File: src/rtl/if_stage.sv
// Instruction-fetch stage: next-PC generation, instruction SRAM request, and a
// one-entry hold buffer feeding ID. Optional address-error flag under IF_ADEF_CHECK_EN.
module if_stage #(
  parameter logic [31:0] RESET_PC = 32'h1bff_fffc
) (
  input  logic        clk,
  input  logic        reset,
  input  logic        ds_allowin,
  input  logic        br_taken,
  input  logic [31:0] br_target,
  output logic        fs_to_ds_valid,
  output logic [31:0] fs_to_ds_pc,
  output logic [31:0] fs_to_ds_inst,
  output logic        fs_excp_adef,
  output logic        inst_sram_en,
  output logic        inst_sram_we,
  output logic [31:0] inst_sram_addr,
  output logic [31:0] inst_sram_wdata,
  input  logic [31:0] inst_sram_rdata
);

  logic        fs_valid;
  logic [31:0] fs_pc;
  logic        buf_valid;
  logic [31:0] inst_buf;

  logic        to_fs_valid;
  logic [31:0] seq_pc;
  logic [31:0] nextpc;
  logic        fs_ready_go;
  logic        fs_allowin;
  logic        issue;
  logic        addr_err;

  assign to_fs_valid = ~reset;
  assign seq_pc      = fs_pc + 32'd4;
  assign nextpc      = br_taken ? br_target : seq_pc;
  assign fs_ready_go = 1'b1;
  assign fs_allowin  = ~fs_valid | (fs_ready_go & ds_allowin);

  // A redirect always issues, even while ID is stalled.
  assign issue = to_fs_valid & (fs_allowin | br_taken);

`ifdef IF_ADEF_CHECK_EN
  assign addr_err = |nextpc[1:0];
`else
  assign addr_err = 1'b0;
`endif

  assign inst_sram_en    = issue & ~addr_err;
  assign inst_sram_we    = 1'b0;
  assign inst_sram_addr  = nextpc;
  assign inst_sram_wdata = 32'd0;

  always_ff @(posedge clk) begin
    if (reset) begin
      fs_valid  <= 1'b0;
      fs_pc     <= RESET_PC;
      buf_valid <= 1'b0;
      inst_buf  <= 32'd0;
    end else if (issue) begin
      fs_valid  <= 1'b1;
      fs_pc     <= nextpc;
      buf_valid <= 1'b0;
    end else if (fs_valid & fs_ready_go & ds_allowin) begin
      fs_valid  <= 1'b0;
      buf_valid <= 1'b0;
    end else if (fs_valid & ~buf_valid) begin
      // SRAM data is only valid the cycle after the request; keep it for the stall.
      inst_buf  <= inst_sram_rdata;
      buf_valid <= 1'b1;
    end
  end

`ifdef IF_ADEF_CHECK_EN
  logic adef_q;

  always_ff @(posedge clk) begin
    if (reset)      adef_q <= 1'b0;
    else if (issue) adef_q <= addr_err;
  end

  assign fs_excp_adef = adef_q;
`else
  assign fs_excp_adef = 1'b0;
`endif

  assign fs_to_ds_valid = fs_valid & fs_ready_go & ~br_taken & to_fs_valid;
  assign fs_to_ds_pc    = fs_pc;
  assign fs_to_ds_inst  = fs_excp_adef ? 32'd0 : (buf_valid ? inst_buf : inst_sram_rdata);

endmodule

File: config.mk
export PLATFORM = sky130hd
export DESIGN_NAME = if_stage
export DESIGN_NICKNAME = d
export VERILOG_FILES = /design/src/rtl/if_stage.sv
export SDC_FILE = /design/constraint.sdc
export NUM_CORES = 1
export LEC_CHECK = 0
export ABC_AREA = 1
export ABC_CLOCK_PERIOD_IN_PS = 1900
export BUFFER_PORTS_ARGS = -buffer_cell sky130_fd_sc_hd__buf_2
export CAP_MARGIN = 10
export CORE_MARGIN = 2
export CORE_UTILIZATION = 43
export DETAILED_ROUTE_END_ITERATION = 7
export PLACE_DENSITY = 0.83
export SYNTH_ARGS = -nofsm -noshare
export SYNTH_HDL_FRONTEND = slang
export SYNTH_SLANG_ARGS = --single-unit
File: constraint.sdc
create_clock -name clk -period 1.9 [get_ports clk]
set_clock_uncertainty 0.05 [all_clocks]
set_input_delay 0.57 -clock clk [delete_from_list [all_inputs] [get_ports clk]]
set_output_delay 0.57 -clock clk [all_outputs]
set_load 0.005 [all_outputs]
Yosys cells after proc, flatten, opt, wreduce, memory -nomap -nowiden
Cells that the tools add are included.
{"block": "classes", "n_mux": 4, "n_addsub": 1, "bitwise_logic": 13, "reduce_logical": 3}
{"cell": "$mux W32", "count": 2}
{"cell": "$add A32 B3 Y32 const B", "count": 1}
{"cell": "$not A1 Y1", "count": 6}
{"cell": "$and A1 B1 Y1", "count": 5}
{"cell": "$reduce_and A3 Y1", "count": 1}
{"cell": "$reduce_or A3 Y1", "count": 1}
{"cell": "$mux W1", "count": 2}
{"cell": "$or A1 B1 Y1", "count": 2}
{"cell": "$reduce_bool A2 Y1", "count": 1}
{"block": "totals", "regBits": 66, "output_inout_bits": 132, "wordCells": 25}

Depth between registers and ports, before layout
{"block": "depth", "ltp_word": 6, "ltp_mapped": 10, "ltp_nobuf": 10}

Worst setup path after synthesis
OpenSTA, ideal clock, no wires.
{"block": "synth_path", "kind": "register to output", "start": "reg fs_pc[3] (netlist: fs_to_ds_pc[3])", "end": "out inst_sram_addr[30]", "arrival_ns": 1.365, "path_stages_with_launch": 10, "t_required_ns": 1.280, "path_slack_ns": -0.085, "path_buffers": 0, "path_cell_list": "dfxtp_1 -> ha_1 -> nand2_2 -> nor2_4 -> nand3_4 -> nor2_4 -> nand2_1 -> nand2_1 -> nand3_1 -> and2_1"}
{"block": "synth_between", "elab_chain_len": 2}
{"element": "start: declaration", "line_no": "23", "source": "logic [31:0] fs_pc;"}
{"element": "start signal: assignment", "line_no": "63", "source": "fs_pc <= nextpc;"}
{"element": "$add A32 B3 Y32", "line_no": "36", "source": "assign seq_pc = fs_pc + 32'd4;"}
{"element": "$mux W32", "line_no": "37", "source": "assign nextpc = br_taken ? br_target : seq_pc;"}
{"element": "end: declaration", "line_no": "17", "source": "output logic [31:0] inst_sram_addr,"}
No other way between the ends.

Final worst setup path
{"block": "layout_path", "start": "reg fs_pc[2] (netlist: fs_to_ds_pc[2])", "end": "out inst_sram_addr[19]"}
Same word-level chain as after synthesis.

==> qor.csv <==
metric,value,unit
port-buffer-count,165,
setup_viol_count_final,52,
track_usage,0.2642,
root_buffer,clkbuf_8,
critPathLaunchType,flop,
fin_util,0.7408,
row_count,36,
wirelength,17.92,mm
critPathCaptureType,primary output,
synth_cell_types,32,
syn_area,4258,um2
worst-path-buf-inv,4,
maxCapViolCount,0,
fin_crit,2.482,ns
crit_family,simple AND/OR/NAND/NOR gates,
overflow,0,
path_class,reg2out,
cp.required,1.28,ns
grt_pass1_wl,23.26,mm
r2r_start,fs_to_ds_pc[2],
cts.sinks,66,
coreArea,9684,um2
drcViolationCount,0,
setup_ws,-0.5816,ns
syn_area_per_cell,6.234,um2
min-delay-start,inst_buf[28],
netlist_instances,683,
layout_common_cells,"buf_2, nand2_1, inv_1, buf_4, nand3_1",
reg2reg_slack,-0.43,ns
cts_max_path_buffers,2,
critPathMaxStageDelay,0.37,ns
post-dp-hpwl,9.462,mm
antenna_found_initial,0,
crit_chain,buf_4 -> inv_1 -> nor2_8 -> buf_6 -> nand3_4 -> nor2_1 -> nand2_1 -> nand3_1 -> nand2_1 -> buf_2,
nets,1018,
gp_congestion,0.9093,
die_area,10710,um2
period_share,1.306,
ys_ff_latch,66,
slew_viol_final,0,
area_delta_synth_final,68.50,%
fill_cells,629,
hp-class,reg2reg,
whs_endpoint,inst_buf[28],
htreeDepth,3,
rsz0062_at_grt,yes,
wire_per_inst,16.48,um
ant_nets,0,
start_util,0.4397,
whs_path_depth,2,
critPathMaxFanout,4,
clock_latency,0.34,ns
cts_tree,built,
finalSetupTns,-13.59,ns
drive_above_1_share,0.5178,
clk_pin_slew_worst_paths,0.08,ns
synth-seq-area-share,0.3103,
status,"finished, violations left",
timing.fmax,403.0,MHz
powerDensity,659.0,nW/um2
antenna_cells,0,
violations,negative setup slack,
die_y,103.5,um
boundaryPins,200,
p_leak,3.575,nW
final_common_cell,buf_2,
cp_common_cell,nand2_1,
dr.pass1.iters,5,
vias_per_cell,5.281,
grt_max_degree,65,
vias,5740,
drt_iter0_drc,420,
critPathSlowestCell,dfxtp_4,
vdd_ir_drop_max,393.5,uV
cts_buffers,9,
cp.arrival,1.86,ns
reg2reg_to,fs_to_ds_pc[9],
fp.dieW,103.5,um
hold_violations,0,
rr_worst_depth,16,
grt_pass1_vias,4991,
yosysWarnings,0,
-- where the power goes --
| part | leakage [nW] | total [W] | internal, W | switching, W |
|---|---|---|---|---|
| logic | 2.92 | 0.00182 | 0.000825 | 0.000995 |
| clock network | 0.107 | 0.00131 | 0.000739 | 0.000573 |
| registers | 0.545 | 0.00160 | 0.00149 | 0.000109 |
| total | 3.57 | 0.00473 | 0.00305 | 0.00168 |
-- logic make-up (layout without fill, tap and decap cells) --
| family | Yosys count | in the layout | synth area share |
|---|---|---|---|
| XOR/XNOR | 2 | 2 | 0.004115 |
| AND/OR/NAND/NOR | 312 | 312 | 0.3376 |
| flip-flops | 66 | 66 | 0.3103 |
| AO/OA/AOI/OAI | 139 | 139 | 0.1690 |
| adder cells (fa/ha/maj) | 1 | 1 | 0.002938 |
| other | 1 | 34 | 0.0008807 |
| buffers and inverters | 162 | 400 | 0.1751 |
-- metal layers --
metal	vias up	GRT usage	wire [um]	share of wire
li1	2629	-	-	-
met3	109	0.05475	1749	0.098
met1	2585	0.2988	6392	0.36
met5	-	0	0	0
met4	0	0.1371	1115	0.062
met2	417	0.4683	8662	0.48
-- final cells by class --
type / instances / area (um2) / area share
inverter: 99 / 389.1 / 0.05424
clock buffer: 11 / 131.4 / 0.01831
clock inverter: 5 / 78.83 / 0.01099
tap: 133 / 166.4 / 0.02320
timing repair buffer: 284 / 2029 / 0.2829
multi-input combinational: 488 / 2963 / 0.4130
timing repair inverter: 1 / 16.27 / 0.002267
sequential: 66 / 1400 / 0.1952
-- cell usage after synthesis --
library cell | n | area [um2]
nand3_1 | 51 | 255.2
inv_1 | 95 | 356.6
nor2_8 | 2 | 40.04
and2_1 | 8 | 50.05
nor2_1 | 43 | 161.4
nand3_4 | 1 | 17.52
o21ai_0 | 72 | 360.4
xor2_1 | 2 | 17.52
nor3_1 | 1 | 5.000
o22ai_1 | 9 | 56.30
buf_2 | 8 | 40.04
conb_1 | 1 | 3.750
nand2_1 | 175 | 656.9
nor2_2 | 3 | 18.77
nand2_4 | 2 | 22.52
nand3_2 | 2 | 20.02
o21ai_2 | 1 | 8.760
o21ai_1 | 15 | 75.07
buf_4 | 34 | 255.2
dfxtp_1 | 66 | 1321
or2_2 | 11 | 68.82
o31ai_1 | 1 | 7.510
nand4_1 | 1 | 6.260
clkbuf_1 | 21 | 78.83
nand4_4 | 1 | 21.27
inv_2 | 4 | 15.01
ha_1 | 1 | 12.51
a21oi_1 | 39 | 195.2
nor2_4 | 5 | 56.30
o22a_1 | 1 | 8.760
o211ai_1 | 1 | 7.510
nand2_2 | 6 | 37.54
-- stage by stage --
stage          std cells  setup WS [ns]  area, um2  power (W)  hold WS (ns)
2_1_floorplan        716       0.009494       4402   0.002290        0.3744
3_3_place_gp        1033        -0.2702       5698   0.002839        0.3842
3_5_place_dp        1033        -0.2701       5698   0.002865        0.3891
4_1_cts             1065        -0.5018       6364   0.004359        0.4013
5_1_grt             1087        -0.6760       7174   0.004922        0.4274
6_report            1087        -0.5816       7174   0.004728        0.4050
-- worst min-delay path, delay by kind of cell, from the launching register on --
kind | cells | cell delay [ns]
AO/OA/AOI/OAI | 1 | 0.05
buffers and inverters | 1 | 0.06
flip-flops | 1 | 0.30
-- registers in the layout, summed over array words and instances (netlist names) --
signal       cells
buf_valid        1
inst_buf        32
fs_valid         1
fs_to_ds_pc     32
-- worst max-delay path by stage --
| stage | startpoint | endpoint | slack [ns] | cells past startpoint |
|---|---|---|---|---|
| after floorplan | fs_to_ds_pc[2] | inst_sram_addr[30] | 0.009 | 9 |
| after detailed placement | fs_to_ds_pc[2] | inst_sram_addr[24] | -0.27 | 9 |
| after global placement | fs_to_ds_pc[2] | inst_sram_addr[24] | -0.27 | 9 |
| after CTS | fs_to_ds_pc[2] | inst_sram_addr[20] | -0.50 | 10 |
| final | fs_to_ds_pc[2] | inst_sram_addr[19] | -0.58 | 10 |
| after global routing | fs_to_ds_pc[2] | inst_sram_addr[19] | -0.68 | 10 |
-- what timing repair did --
action | in CTS | in global routing
pin swaps | 25 | 37
gates resized for setup | 106 | 174
buffers inserted | 14 | 16
hold buffers | 0 | 0
gates cloned | 2 | 8
setup endpoints to repair | 34 | 59
No activity file was read; power rests on OpenSTA's default activity.
